$ cat src/rtl/mips_pkg.sv
// Shared MIPS encoding constants, request-op enum and request payload type.
package mips_pkg;

   localparam int unsigned OPC_W   = 6;
   localparam int unsigned REG_W   = 5;
   localparam int unsigned FUNCT_W = 6;
   localparam int unsigned IMM_W   = 16;
   localparam int unsigned TGT_W   = 26;
   localparam int unsigned WORD_W  = 32;

   localparam logic [OPC_W-1:0] OPC_RTYPE = 6'h00;
   localparam logic [OPC_W-1:0] OPC_ADDI  = 6'h08;
   localparam logic [OPC_W-1:0] OPC_SLTI  = 6'h0A;
   localparam logic [OPC_W-1:0] OPC_LW    = 6'h23;
   localparam logic [OPC_W-1:0] OPC_SW    = 6'h2B;
   localparam logic [OPC_W-1:0] OPC_BEQ   = 6'h04;
   localparam logic [OPC_W-1:0] OPC_J     = 6'h02;

   localparam logic [FUNCT_W-1:0] FN_ADD = 6'h20;
   localparam logic [FUNCT_W-1:0] FN_SUB = 6'h22;
   localparam logic [FUNCT_W-1:0] FN_AND = 6'h24;
   localparam logic [FUNCT_W-1:0] FN_OR  = 6'h25;
   localparam logic [FUNCT_W-1:0] FN_SLT = 6'h2A;

   typedef enum logic [2:0] {
      REQ_R       = 3'd0,
      REQ_ADDI    = 3'd1,
      REQ_SLTI    = 3'd2,
      REQ_LW      = 3'd3,
      REQ_SW      = 3'd4,
      REQ_BEQ     = 3'd5,
      REQ_J       = 3'd6,
      REQ_ILLEGAL = 3'd7
   } req_op_e;

   typedef struct packed {
      logic [REG_W-1:0]   rs;
      logic [REG_W-1:0]   rt;
      logic [REG_W-1:0]   rd;
      logic [FUNCT_W-1:0] funct;
      logic [IMM_W-1:0]   imm;
      logic [TGT_W-1:0]   target;
   } instr_fields_t;

   // True for the R-type function codes the encoder supports.
   function automatic logic is_known_funct(input logic [FUNCT_W-1:0] fn);
      return (fn == FN_ADD) || (fn == FN_SUB) || (fn == FN_AND) ||
             (fn == FN_OR)  || (fn == FN_SLT);
   endfunction

endpackage

$ cat src/rtl/instr_pack.sv
// Combinational instruction packer: request op + fields -> 32-bit word + illegal flag.
// Optional field sanity checks are compiled in with ENC_FIELD_CHECK_EN.
module instr_pack
   import mips_pkg::*;
(
   input  logic [2:0]        req_op,
   input  instr_fields_t     fields,
   output logic [WORD_W-1:0] word_c,
   output logic              illegal_c
);

   // Pack fields per instruction format and flag requests that must not be written.
   always_comb begin
      word_c    = '0;
      illegal_c = 1'b0;
      case (req_op_e'(req_op))
         REQ_R:    word_c = {OPC_RTYPE, fields.rs, fields.rt, fields.rd, 5'b00000, fields.funct};
         REQ_ADDI: word_c = {OPC_ADDI, fields.rs, fields.rt, fields.imm};
         REQ_SLTI: word_c = {OPC_SLTI, fields.rs, fields.rt, fields.imm};
         REQ_LW:   word_c = {OPC_LW,   fields.rs, fields.rt, fields.imm};
         REQ_SW:   word_c = {OPC_SW,   fields.rs, fields.rt, fields.imm};
         REQ_BEQ:  word_c = {OPC_BEQ,  fields.rs, fields.rt, fields.imm};
         REQ_J:    word_c = {OPC_J,    fields.target};
         default:  illegal_c = 1'b1;
      endcase
`ifdef ENC_FIELD_CHECK_EN
      if (req_op_e'(req_op) == REQ_R &&
          (fields.rd == '0 || !is_known_funct(fields.funct)))
         illegal_c = 1'b1;
      if ((req_op_e'(req_op) == REQ_ADDI || req_op_e'(req_op) == REQ_SLTI ||
           req_op_e'(req_op) == REQ_LW) && fields.rt == '0)
         illegal_c = 1'b1;
`endif
   end

endmodule

$ cat src/rtl/instr_encoder.sv
// Instruction encoder: accepts encode requests and writes packed words
// sequentially into an instruction memory image until full.
// Optional macro: ENC_FIELD_CHECK_EN (enables register/funct field rejection).
module instr_encoder
   import mips_pkg::*;
#(
   parameter int unsigned ADDR_W = 8
) (
   input  logic              clk,
   input  logic              rst_n,
   input  logic              clear,
   input  logic              req_valid,
   output logic              req_ready,
   input  logic [2:0]        req_op,
   input  logic [4:0]        rs,
   input  logic [4:0]        rt,
   input  logic [4:0]        rd,
   input  logic [5:0]        funct,
   input  logic [15:0]       imm,
   input  logic [25:0]       target,
   output logic              imem_we,
   output logic [ADDR_W-1:0] imem_addr,
   output logic [31:0]       imem_wdata,
   output logic              full,
   output logic              err,
   output logic [ADDR_W:0]   count
);

   localparam int unsigned     CNT_W     = ADDR_W + 1;
   localparam logic [ADDR_W-1:0] ADDR_LAST = '1;

   typedef enum logic [1:0] {
      ST_IDLE  = 2'd0,
      ST_WRITE = 2'd1,
      ST_FULL  = 2'd2
   } state_e;

   state_e            state;
   instr_fields_t     fields_c;
   logic [WORD_W-1:0] word_c;
   logic              illegal_c;
   logic              accept_c;

   assign fields_c = '{rs: rs, rt: rt, rd: rd, funct: funct, imm: imm, target: target};

   instr_pack u_pack (
      .req_op    (req_op),
      .fields    (fields_c),
      .word_c    (word_c),
      .illegal_c (illegal_c)
   );

   // Ready only in IDLE, out of reset, and when clear is not taking priority.
   assign req_ready = rst_n && (state == ST_IDLE) && !clear;
   assign accept_c  = req_valid && req_ready;

   // Handshake FSM, write address/count tracking and registered outputs.
   always_ff @(posedge clk) begin
      if (!rst_n) begin
         state      <= ST_IDLE;
         imem_we    <= 1'b0;
         imem_addr  <= '0;
         imem_wdata <= '0;
         count      <= '0;
         full       <= 1'b0;
         err        <= 1'b0;
      end else begin
         imem_we <= 1'b0;
         err     <= 1'b0;
         if (clear) begin
            state     <= ST_IDLE;
            imem_addr <= '0;
            count     <= '0;
            full      <= 1'b0;
         end else begin
            case (state)
               ST_IDLE: begin
                  if (accept_c) begin
                     if (illegal_c) begin
                        err <= 1'b1;
                     end else begin
                        imem_wdata <= word_c;
                        imem_we    <= 1'b1;
                        state      <= ST_WRITE;
                     end
                  end
               end
               ST_WRITE: begin
                  count <= count + CNT_W'(1);
                  // Address holds at the last word when full; it only rewinds through clear.
                  if (imem_addr == ADDR_LAST) begin
                     full  <= 1'b1;
                     state <= ST_FULL;
                  end else begin
                     imem_addr <= imem_addr + ADDR_W'(1);
                     state     <= ST_IDLE;
                  end
               end
               ST_FULL: state <= ST_FULL;
               default: state <= ST_IDLE;
            endcase
         end
      end
   end

endmodule

$ cat config.mk
export PLATFORM = sky130hd
export DESIGN_NAME = instr_encoder
export DESIGN_NICKNAME = d
export VERILOG_FILES = /design/src/rtl/mips_pkg.sv /design/src/rtl/instr_pack.sv /design/src/rtl/instr_encoder.sv
export SDC_FILE = /design/constraint.sdc
export NUM_CORES = 1
export LEC_CHECK = 0
export ABC_AREA = 1
export CAP_MARGIN = 5
export CORE_ASPECT_RATIO = 1.75
export CORE_UTILIZATION = 45
export DETAILED_ROUTE_END_ITERATION = 7
export PLACE_DENSITY = 0.95
export SYNTH_ARGS = -nofsm -noshare
export SYNTH_HDL_FRONTEND = slang
export SYNTH_SLANG_ARGS = --single-unit
$ cat constraint.sdc
create_clock -name clk -period 4 [get_ports clk]
set_input_delay 0.8 -clock clk [delete_from_list [all_inputs] [get_ports clk]]
set_output_delay 0.8 -clock clk [all_outputs]
set_load 0.02 [all_outputs]
==> flow_summary.toml <==
[timing]
relSlewSlack_pct = 64.1
hold_violations = 0
layout_setup_ws_ps = 937
worst_pin_slew_ps = 538
fin_crit_ps = 3060
rsz0062_at_grt = "no"
fin_setup_tns_ps = 0
timing.fmax_mhz = 326
fin_worst_skew_ps = 3.34
setup_viol = 0
finalCritPeriodShare_pct = 76.6
slew_violations = 0

[critical_path]
startpoint_type = "input port"
crit_arrival_ps = 2260
cp-startpoint = "clear"
cp_max_fo = 8
required_ps = 3200
r2r-start = "imem_addr[0]$_SDFFE_PP0P_"
ff2ff_path_depth = 8
criticalPathCategory = "in2out"
r2r-end = "imem_addr[7]$_SDFFE_PP0P_"
endpoint = "req_ready"
rrSetupSlack_ps = 2330
cp-end-kind = "primary output"

[grt]
grt_pass1_wl_um = 12500
grt_usage_pct = 25.4
antenna_found_initial = 0
grt_pass1_vias = 2820
grt_overflow = 0
grt_start_max_net_pins = 45

[finish]
drive_above_1_share_pct = 4.10
final_area_um2 = 4010
nNetsFinal = 608
area_delta_synth_final_pct = 48.9
final_util_pct = 70.6
n_antenna_cell = 0

[power]
ir_drop_mv = 0.231
finalPower_w = 0.00107
powerDensity_nw_per_um2 = 267
p_leak_nw = 1.76

[yosys]
ys_ff_latch = 52
syn_area_um2 = 2690
synth_edf_count = 0
synth_common_cells = "nand2_1, nor2_1, dfxtp_1"
synthArstFlopShare_pct = 0
ys.flop_type = "dfxtp_1"
ys_types = 26
netlist.area_leader.share_pct = 38.7
synth_most_common_cell = "nand2_1"
yosys-top-cells-area = "dfxtp_1, nand2_1, nor2_1"
yosysWarnings = 0
syn_inst = 423
syn_avg_cell_area_um2 = 6.36
yosys.area.top_type = "dfxtp_1"
ys_seq_area_share_pct = 38.7
synth_nets = 495

[clocking]
cts_htree_levels = 2
clock_sinks = 52
cts_tree = "yes"
clkLatencyLatePin_ps = 300
cts_hold_buf = 0
clockRootBuffer = "clkbuf_8"
cts_resized = 0
cts_setup_buffers = 0
cts_made_buffers = 5
clk_path_buf_depth = 2
path_clk_slew_ps = 90

[route]
drt_wl_total_um = 7710
drc = 0
vias = 3042
wl_per_cell_um = 12.6
viasPerCell = 4.96
dr.pass1.iters = 4
ant_nets = 0
drtIter0Drc = 155

[floorplanning]
core-area_um2 = 5680
row_count = 36
start_util_pct = 47.4
io_pins = 123
dieHeight_um = 104
die_w_um = 60.4
die_area_um2 = 6300

[hold_path]
hp-start = "full$_SDFFE_PP0P_"
holdPathStages = 2
min_path_type = "reg2reg"

[placement]
dpl.hpwl_um = 5990
post_dp_cell_area_um2 = 3920
gp_congestion = 0.884
numPortBuffers = 121
dp_slack_ps = 939

[run_status]
status = "finished clean"

[flow_run]
maxCapViolations = 0
[stage by stage]
| stage | hold slack (ps) | std cells |
|---|---|---|
| CTS | 461 | 613 |
| floorplan | 512 | 423 |
| global route | 486 | 613 |
| detailed placement | 448 | 605 |
| finish | 462 | 613 |
| global placement | 449 | 605 |
[cells in the final DEF (no fill, tap or decap), types with 2 or more instances in the layout]
cell / Yosys / final
nor2_4: 3 / 3
nand2_2: 2 / 2
a21oi_1: 32 / 32
nand3_1: 41 / 41
nor2_1: 71 / 71
xor2_1: 2 / 2
nand2_1: 125 / 125
inv_1: 42 / 42
o21ai_1: 8 / 8
ha_1: 2 / 2
clkbuf_8: 0 / 5
o21ai_0: 13 / 13
clkdlybuf4s50_1: 0 / 121
nor2_2: 2 / 2
buf_4: 6 / 4
dfxtp_1: 52 / 52
[routing by layer]
layer	wire (um)	GRT usage, %	vias to the layer above	part of all wire, %
met5	0	0	-	0
met4	183	8.60	0	2.4
met2	4290	46.3	95	56
met3	372	3.48	16	4.8
li1	-	-	1546	-
met1	2860	28.5	1385	37
[worst max-delay path: stages]
cell and delay, ps:
clkdlybuf4s50_1 450, inv_1 90, nand2_2 140, nor2_4 170, clkdlybuf4s50_1 610
[worst min path at each step]
stage                                   to  slack (ps)
2_1_floorplan        state[1]$_SDFFE_PP0P_         510
3_3_place_gp   imem_wdata[29]$_SDFFE_PN0P_         450
3_5_place_dp             full$_SDFFE_PP0P_         450
4_1_cts                  full$_SDFFE_PP0P_         460
5_1_grt                  full$_SDFFE_PP0P_         490
6_report                 full$_SDFFE_PP0P_         460
[layout make-up]
| type | count | area [um2] |
|---|---|---|
| sequential | 52 | 1040 |
| multi-input combinational | 309 | 1380 |
| fill | 479 | 1670 |
| timing repair buffer | 125 | 1240 |
| tap | 76 | 95.1 |
| clock buffer | 6 | 72.6 |
| clock inverter | 2 | 16.3 |
| inverter | 43 | 161 |
[state kept, by name (all words and copies together) (netlist names)]
signal,cells
imem_we,1
state,2
imem_wdata,30
full,1
count,9
err,1
imem_addr,8
[logic make-up after synthesis]
group / after synthesis / share of synthesized area (%)
AO/OA/AOI/OAI: 54 / 10.1
XOR/XNOR: 3 / 0.977
adder cells (fa/ha/maj): 2 / 0.930
buffers and inverters: 62 / 10.0
flip-flops: 52 / 38.7
other: 1 / 0.139
AND/OR/NAND/NOR: 249 / 39.1
[power breakdown]
part	switching (W)	internal (W)	total, W
Sequential	0.00000932	0.000534	0.000543
Combinational	0.000114	0.000118	0.000232
Clock	0.000168	0.000125	0.000293
Total	0.000292	0.000777	0.00107
Power figures use the tool's default switching activity.
